<file path="src/rtl/pio_reg_bridge.sv">
// HPS PIO to fabric register bridge: synchronized software strobe bus,
// eight 32-bit registers, encoder snapshots and a setpoint watchdog.
module pio_reg_bridge #(
  parameter int SYNC_STAGES = 2,
  parameter int WDOG_CYCLES = 50000000
) (
  input  logic        clk,
  input  logic        reset,
  input  logic        hps_clk,
  input  logic [2:0]  hps_addr,
  input  logic        hps_read,
  input  logic        hps_write,
  input  logic [31:0] hps_wdata,
  output logic [31:0] hps_rdata,
  input  logic [31:0] enc_left,
  input  logic [31:0] enc_right,
  input  logic [7:0]  status_in,
  output logic [31:0] speed_left_sp,
  output logic [31:0] speed_right_sp,
  output logic [7:0]  ctrl,
  output logic        wdog_trip
);

  localparam logic [31:0] ID_VAL = 32'h5049_4F42;
  localparam int SW = 38;
  localparam int WW = $clog2(WDOG_CYCLES + 1);
  localparam logic [WW-1:0] WDOG_MAX = WW'(WDOG_CYCLES);
  localparam logic [2:0] FILL_N = 3'(SYNC_STAGES);

  typedef enum logic [1:0] {
    IDLE,
    EXEC,
    WAIT_LOW
  } state_t;

  state_t state;

  logic [SW-1:0] sync_q [SYNC_STAGES];
  logic [SW-1:0] sync_out;
  logic          s_clk;
  logic          s_rd;
  logic          s_wr;
  logic [2:0]    s_addr;
  logic [31:0]   s_wdata;

  logic [2:0]    fill;
  logic          filled;
  logic          clk_prev;

  logic [31:0]   sp_l;
  logic [31:0]   sp_r;
  logic [31:0]   snap_l;
  logic [31:0]   snap_r;
  logic [15:0]   wr_cnt;
  logic [15:0]   rd_cnt;
  logic          err;
  logic [WW-1:0] wdog_cnt;
  logic [31:0]   rd_val;

  always_ff @(posedge clk) begin
    if (reset) begin
      for (int i = 0; i < SYNC_STAGES; i++)
        sync_q[i] <= '0;
    end else begin
      sync_q[0] <= {hps_clk, hps_read, hps_write,
                    hps_addr, hps_wdata};
      for (int i = 1; i < SYNC_STAGES; i++)
        sync_q[i] <= sync_q[i-1];
    end
  end

  assign sync_out = sync_q[SYNC_STAGES-1];
  assign s_clk    = sync_out[37];
  assign s_rd     = sync_out[36];
  assign s_wr     = sync_out[35];
  assign s_addr   = sync_out[34:32];
  assign s_wdata  = sync_out[31:0];

  assign filled = (fill == FILL_N);

  assign wdog_trip      = (wdog_cnt == WDOG_MAX);
  assign speed_left_sp  = wdog_trip ? 32'h0 : sp_l;
  assign speed_right_sp = wdog_trip ? 32'h0 : sp_r;

  // Address 4 always re-captures, so its read value is the live count.
  always_comb begin
    rd_val = 32'h0;
    unique case (s_addr)
      3'd0: rd_val = ID_VAL;
      3'd1: rd_val = sp_l;
      3'd2: rd_val = sp_r;
      3'd3: rd_val = {24'h0, ctrl};
      3'd4: rd_val = enc_left;
      3'd5: rd_val = snap_r;
      3'd6: rd_val = {err, wdog_trip, 22'h0, status_in};
      3'd7: rd_val = {wr_cnt, rd_cnt};
      default: rd_val = 32'h0;
    endcase
  end

  // Until the chain refills after reset, treat the strobe as already
  // high so a level held through reset never looks like a fresh edge.
  always_ff @(posedge clk) begin
    if (reset) begin
      state     <= IDLE;
      fill      <= '0;
      clk_prev  <= 1'b1;
      hps_rdata <= '0;
      sp_l      <= '0;
      sp_r      <= '0;
      ctrl      <= '0;
      snap_l    <= '0;
      snap_r    <= '0;
      wr_cnt    <= '0;
      rd_cnt    <= '0;
      err       <= 1'b0;
      wdog_cnt  <= '0;
    end else begin
      if (!filled) begin
        fill     <= fill + 3'd1;
        clk_prev <= 1'b1;
      end else begin
        clk_prev <= s_clk;
      end

      if (wdog_cnt != WDOG_MAX)
        wdog_cnt <= wdog_cnt + 1'b1;

      unique case (state)
        IDLE: begin
          if (filled && s_clk && !clk_prev)
            state <= EXEC;
        end
        EXEC: begin
          state <= WAIT_LOW;
          if (s_rd && s_wr) begin
            err <= 1'b1;
          end else if (s_wr) begin
            wr_cnt <= wr_cnt + 16'd1;
            unique case (s_addr)
              3'd1: begin
                sp_l     <= s_wdata;
                wdog_cnt <= '0;
              end
              3'd2: begin
                sp_r     <= s_wdata;
                wdog_cnt <= '0;
              end
              3'd3: ctrl <= s_wdata[7:0];
              default: ;
            endcase
          end else if (s_rd) begin
            rd_cnt    <= rd_cnt + 16'd1;
            hps_rdata <= rd_val;
            if (s_addr == 3'd4) begin
              snap_l <= enc_left;
              snap_r <= enc_right;
            end
            if (s_addr == 3'd6)
              err <= 1'b0;
          end
        end
        WAIT_LOW: begin
          if (!s_clk)
            state <= IDLE;
        end
        default: state <= IDLE;
      endcase
    end
  end

endmodule
</file>
<file path="config.mk">
export PLATFORM = sky130hd
export DESIGN_NAME = pio_reg_bridge
export DESIGN_NICKNAME = d
export VERILOG_FILES = /design/src/rtl/pio_reg_bridge.sv
export SDC_FILE = /design/constraint.sdc
export NUM_CORES = 1
export LEC_CHECK = 0
export ABC_AREA = 1
export CAP_MARGIN = 40
export CELL_PAD_IN_SITES_DETAIL_PLACEMENT = 1
export CELL_PAD_IN_SITES_GLOBAL_PLACEMENT = 1
export CORE_UTILIZATION = 37
export CTS_CLUSTER_SIZE = 10
export DETAILED_ROUTE_END_ITERATION = 6
export PLACE_DENSITY_LB_ADDON = 0.2
export SLEW_MARGIN = 10
export SYNTH_ARGS = -nofsm -noshare
export SYNTH_HDL_FRONTEND = slang
export SYNTH_SLANG_ARGS = --single-unit
</file>
<file path="constraint.sdc">
create_clock -name clk -period 2.4 [get_ports clk]
set_clock_uncertainty 0.05 [all_clocks]
set_input_delay 0.48 -clock clk [delete_from_list [all_inputs] [get_ports clk]]
set_output_delay 0.48 -clock clk [all_outputs]
set_load 0.02 [all_outputs]
</file>
==> impl_metrics.csv, run 1 <==
group,metric,value,unit
outcome,outcome,"finished, violations left",
outcome,violations,"negative setup slack",
clocking,clk_latency,0.52,ns
critical_path,worstPathRequired,1.87,ns
synthesis,synth_seq_cells,277,
worst_hold_path,hp-class,"reg2reg",
power,p_leak,6.37,nW
clocking,cts_tree,"yes",
synthesis,synthArstFlopShare,0,
global_route,track_usage,0.264,
sta,tightest_slew,0.595,ns
synthesis,yosysSeqAreaShare,0.471,
route,drtPass1Iterations,4,
route,routed_wl,43400,µm
floorplan,start_util,0.380,
sta,fin_ws,-0.262,ns
clocking,clkSlewWorstSetupHoldPaths,0.06,ns
critical_path,crit_type,"reg2out",
global_route,grt_pass1_vias,12200,
critical_path,crit_arrival,2.13,ns
floorplan,die-area,32600,µm²
clocking,ctsHtreeMaxLevel,2,
finish,drive_gt1_frac,0.142,
sta,drv_slew,0,
synthesis,syn_area,11800,µm²
sta,tns,-15.04,ns
sta,whs,0.345,ns
route,wl_per_cell,18.7,µm
floorplan,die_height,180,µm
critical_path,startpoint,"wdog_cnt[0]",
global_route,antenna_found_initial,1,
finish,final_core_util,0.517,
sta,fmax,0.376,GHz
finish,nets,2027,
critical_path,r2r_setup_slack,0.30,ns
finish,nFillCells,3816,
place,gp_congestion,0.911,
sta,final-setup-viol-count,65,
global_route,grt_max_degree,111,
critical_path,crit_path_start_kind,"register",
worst_hold_path,whs_endpoint,"state[0]",
critical_path,slowest_delay,0.33,ns
critical_path,path_cells,"inv_2 > ha_4 > inv_2 > nor2_2 > nand4_1 > nor2_2 > nand2_2 > inv_4 > buf_12 > buf_12 > nor2_2 > buf_6",
clocking,ctsHoldBuffers,0,
synthesis,synthTopCellsByArea,"dfxtp_1 47%, nor2_1 10%, nand2_1 7.4%",
critical_path,cpMostUsedCell,"nor2_2",
synthesis,synthesis.nets,1781,
finish,instances_no_fill,2321,
route,drtIter0Drc,594,
clocking,cts_root_buf,"clkbuf_16",
critical_path,crit_fanout,8,
worst_hold_path,worstHoldPathCells,1,
critical_path,worstReg2RegStart,"sync_q[0][71]",
floorplan,ios,217,
floorplan,placementRows,64,
place,post-dp-hpwl,30700,µm
synthesis,synthFlopType,"dfxtp_1",
synthesis,ys_types,42,
run,cap_viol_max_count,0,
finish,flow.area_growth_from_synthesis,36.1,%
synthesis,syn_inst,1663,
sta,min_period,2.66,ns
synthesis,avgSynthCellArea,7.09,µm²
critical_path,critPathBufInv,6,
finish,mostFrequentLayoutCell,"nor2_1",
critical_path,rr_worst_depth,7,
synthesis,synth_top_area_frac,0.471,
place,port_buffers,216,
power,p_per_area,626,nW/µm²
floorplan,die_w,180,µm
finish,mostFrequentLayoutCells,"278 x nor2_1, 275 x dfxtp_1, 231 x nand2_1",
route,drc,0,
critical_path,end_kind,"output pin",
critical_path,timing.rr.end,"sp_l[1]",
synthesis,yosys.area.top_type,"dfxtp_1",
sta,relSlewSlack,0.600,
clocking,clockBufferDepth,3,
global_route,grt_pass1_wl,67100,µm
clocking,cts_made_buffers,35,
global_route,grt_overflow,0,
synthesis,synth-warning-count,0,
floorplan,core_area,31000,µm²
sta,final_hold_viol_count,0,
route,vias,11800,
power,ir_worst_vdd,507,µV
sta,fin_crit_sh,1.11,
worst_hold_path,hp-start,"clk_prev",
clocking,cts.sinks,277,
route,drtAntennaViolNets,0,
synthesis,synth_edf_count,0,
sta,rsz0062_at_grt,"yes",
critical_path,path_delay_family,"buffers and inverters",
route,routed_via_density,5.07,
place,placed_cells,2254,
critical_path,crit_slowest_cell,"dfxtp_2",
cells by family after synthesis:
| family | synth area share |
|---|---|
| simple gates | 0.245 |
| compound gates | 0.155 |
| buf+inv | 0.119 |
| flops | 0.471 |
| xor+xnor | 0.00446 |
| fa+ha+maj | 0.00637 |
through the flow:
stage / setup WS (ns) / area, µm² / total power [mW]
after floorplan: 0.357 / 11800 / 5.07
after global placement: -0.115 / 14600 / 5.36
after detailed placement: -0.204 / 14600 / 5.39
after CTS: -0.319 / 15800 / 10.1
after global routing: -0.351 / 16000 / 10.4
final: -0.262 / 16000 / 10.0
cell usage after synthesis, types with 3 or more instances:
master and instances:
nand3_2 3, o21ai_0 133, nand3_1 43, ha_1 6, a22oi_1 7, xor2_1 5
clkbuf_1 33, nand3_4 3, buf_6 10, nor2_1 322, nor4_1 3, buf_2 30
o22ai_1 7, nor3_1 23, o21ai_1 58, nor2_2 6, dfxtp_1 277, nand2_1 232
nand2_2 4, buf_1 3, buf_4 8, a21oi_1 141, inv_2 13, a31oi_1 8
nand4_1 36, inv_1 231
worst max path at each step:
stage,endpoint,cells past startpoint,slack [ns]
2_1_floorplan,speed_left_sp[23],11,0.36
4_1_cts,speed_right_sp[31],12,-0.32
3_5_place_dp,speed_left_sp[11],11,-0.20
6_report,speed_right_sp[14],12,-0.26
5_1_grt,speed_right_sp[14],12,-0.35
3_3_place_gp,speed_right_sp[1],11,-0.11
where the power goes:
part           internal (mW)  switching [mW]  leakage (nW)
clock network           2.79            1.93         0.487
logic                  0.275           0.302          3.63
registers               4.69          0.0477          2.25
what timing repair did:
action,CTS,global route
pin swaps,5,7
resized for setup,376,64
setup buffers,5,3
gates cloned,3,3
setup endpoints to repair,65,65
metal layers:
| metal | track usage | vias to the layer above | routed length (µm) |
|---|---|---|---|
| met5 | 0 | - | 0 |
| met4 | 0.0848 | 0 | 1100 |
| met3 | 0.0509 | 63 | 2590 |
| met2 | 0.439 | 281 | 20200 |
| met1 | 0.342 | 5663 | 19500 |
| li1 | - | 5767 | - |
cell type report:
class / count / area, µm² / area share
diodes: 1 / 2.50 / 0.000156
clock buffers: 49 / 970 / 0.0605
clock inverters: 3 / 33.8 / 0.00211
inverters: 248 / 945 / 0.0589
multi-input cells: 1054 / 5110 / 0.319
flip-flops and latches: 277 / 5550 / 0.346
well taps: 396 / 495 / 0.0309
repair buffers: 293 / 2930 / 0.183
sequential cells by signal (all words and copies together) (netlist names):
name / count
ctrl: 8
fill: 3
snap_r: 32
wdog_cnt: 26
sp_r: 32
sync_q: 76
wr_cnt: 16
rd_cnt: 16
state: 2
sp_l: 32
err: 1
clk_prev: 1
hps_rdata: 32
(Power assumes the default switching activity.)
==> run 2: changes to the inputs <==
- CORE_UTILIZATION: 37 -> 28
==> run 2 against run 1 <==
Net effect: the run still ends with negative setup slack left; critical path depth up 2; worst setup slack worse by 0.18 ns; critical endpoint is now speed_left_sp[31]; highest routed layer is now met5; via count up 0.50%; maximum frequency down 6.4%; sequential share of layout area down 1.3 points; global-route usage down 4.7 points; die area up 32%; sequential power about the same; clock-buffer cell count down 3; total power up 0.99%; non-clock buffer count up 41.
==> impl_metrics.csv, run 2 (synthesis results as in run 1) <==
group,metric,value,unit
clocking,cts_root_buf,"clkbuf_16",
finish,largest_reg_flops,76,
floorplan,die_w,207,µm
power,ir_worst_vdd,372,µV
route,routed_wl,47000,µm
clocking,ctsHtreeMaxLevel,2,
power,p_per_area,608,nW/µm²
floorplan,die-area,42900,µm²
run,cap_viol_max_count,0,
global_route,antenna_found_initial,3,
route,drc,0,
sta,fmax,0.351,GHz
critical_path,crit_slowest_cell,"dfxtp_2",
sta,rsz0062_at_grt,"yes",
global_route,grt_pass1_wl,71700,µm
finish,mostFrequentLayoutCell,"dfxtp_1",
critical_path,end_kind,"output pin",
floorplan,core_area,41200,µm²
critical_path,critPathBufInv,8,
sta,tightest_slew,0.796,ns
critical_path,crit_fanout,5,
global_route,grt_overflow,0,
clocking,cts_made_buffers,35,
route,wl_per_cell,18.8,µm
clocking,cts_tree,"yes",
route,drtPass1Iterations,5,
critical_path,path_cells,"inv_2 > ha_4 > inv_2 > nor2_2 > nand4_1 > nor2_2 > nand2_2 > clkinv_4 > buf_12 > buf_12 > buf_16 > buf_12 > nor2_2 > buf_6",
clocking,cts.sinks,277,
worst_hold_path,hp-class,"reg2reg",
critical_path,crit_type,"reg2out",
sta,relSlewSlack,0.464,
global_route,track_usage,0.217,
sta,min_period,2.85,ns
power,p_leak,6.60,nW
place,gp_congestion,0.865,
global_route,grt_pass1_vias,12100,
clocking,clockBufferDepth,3,
route,routed_via_density,4.74,
sta,final-setup-viol-count,65,
clocking,clk_latency,0.53,ns
floorplan,placementRows,74,
clocking,clkSlewWorstSetupHoldPaths,0.05,ns
sta,fin_ws,-0.445,ns
finish,mostFrequentLayoutCells,"275 x dfxtp_1, 272 x nor2_1, 231 x nand2_1",
finish,regMostFlops,"sync_q",
place,placed_cells,2404,
sta,fin_crit_sh,1.19,
sta,drv_slew,0,
global_route,grt_max_degree,73,
outcome,violations,"negative setup slack",
route,vias,11800,
critical_path,slowest_delay,0.32,ns
finish,flow.area_growth_from_synthesis,41.3,%
sta,tns,-20.80,ns
route,drtAntennaViolNets,0,
floorplan,ios,217,
critical_path,path_delay_family,"buffers and inverters",
finish,nets,2068,
critical_path,worstPathRequired,1.87,ns
floorplan,start_util,0.286,
critical_path,crit_path_start_kind,"register",
floorplan,die_height,207,µm
finish,final_core_util,0.404,
finish,instances_no_fill,2496,
finish,diodes,0,
place,post-dp-hpwl,33600,µm
critical_path,crit_arrival,2.32,ns
route,drtIter0Drc,596,
finish,drive_gt1_frac,0.165,
outcome,outcome,"finished, violations left",
place,port_buffers,216,
sta,final_hold_viol_count,0,
## run 2: path summary, 6_finish.rpt
kind,end,cells after the start,from,slack (ns)
worst max-delay path,speed_left_sp[31],14,wdog_cnt[1],-0.45
worst min-delay path,state[0],1,clk_prev,0.35
worst max register to register,hps_rdata[30],17,wdog_cnt[1],0.07
worst min register to register,state[0],1,clk_prev,0.35
## run 2: what timing repair did
| item | 4_1_cts | 5_1_grt |
|---|---|---|
| gates cloned | 4 | 2 |
| setup buffers | 28 | 9 |
| hold buffers | 0 | 0 |
| endpoints found under the hold margin | 0 | 0 |
| setup endpoints to repair | 65 | 65 |
| pin swaps | 1 | 4 |
| resized for setup | 341 | 143 |
## run 2: metal layers
layer | vias up | GRT usage | part of all wire
li1 | 5830 | - | -
met1 | 5699 | 0.290 | 0.47
met2 | 228 | 0.355 | 0.47
met3 | 70 | 0.0378 | 0.043
met4 | 6 | 0.0672 | 0.023
met5 | - | 0 | 0.00081
## run 2: cell type report
| cell class | instances | area, µm² |
|---|---|---|
| clock buffers | 46 | 977 |
| clock inverters | 5 | 36.3 |
| fillers | 4984 | 24500 |
| inverters | 248 | 948 |
| multi-input cells | 1054 | 5140 |
| flip-flops and latches | 277 | 5550 |
| well taps | 532 | 666 |
| repair buffers | 334 | 3340 |
## run 2: stage by stage
stage | total power [mW] | setup slack, ns | instance area [µm²] | hold WS, ns
after floorplan | 5.07 | 0.357 | 11800 | 0.323
after global placement | 5.38 | -0.117 | 14800 | 0.335
after detailed placement | 5.41 | -0.173 | 14800 | 0.345
after CTS | 10.3 | -0.429 | 16100 | 0.347
after global routing | 10.5 | -0.557 | 16700 | 0.367
final | 10.1 | -0.445 | 16700 | 0.346
## run 2: power by group
group / internal (mW) / switching, mW / leakage, nW
clock network: 2.83 / 1.99 / 0.502
registers: 4.69 / 0.0471 / 2.25
logic: 0.279 / 0.298 / 3.85
total: 7.80 / 2.34 / 6.60
## run 2: worst register-to-register path, cell delays in order (launching register included)
cell	delay [ns]
dfxtp_2	0.33
inv_2	0.05
ha_4	0.16
inv_2	0.06
nor2_2	0.03
nand4_1	0.13
nor2_2	0.07
buf_4	0.14
buf_4	0.12
buf_4	0.12
buf_4	0.12
buf_4	0.12
buf_4	0.12
buf_4	0.12
buf_4	0.12
buf_4	0.12
nand3_1	0.16
a21oi_1	0.10
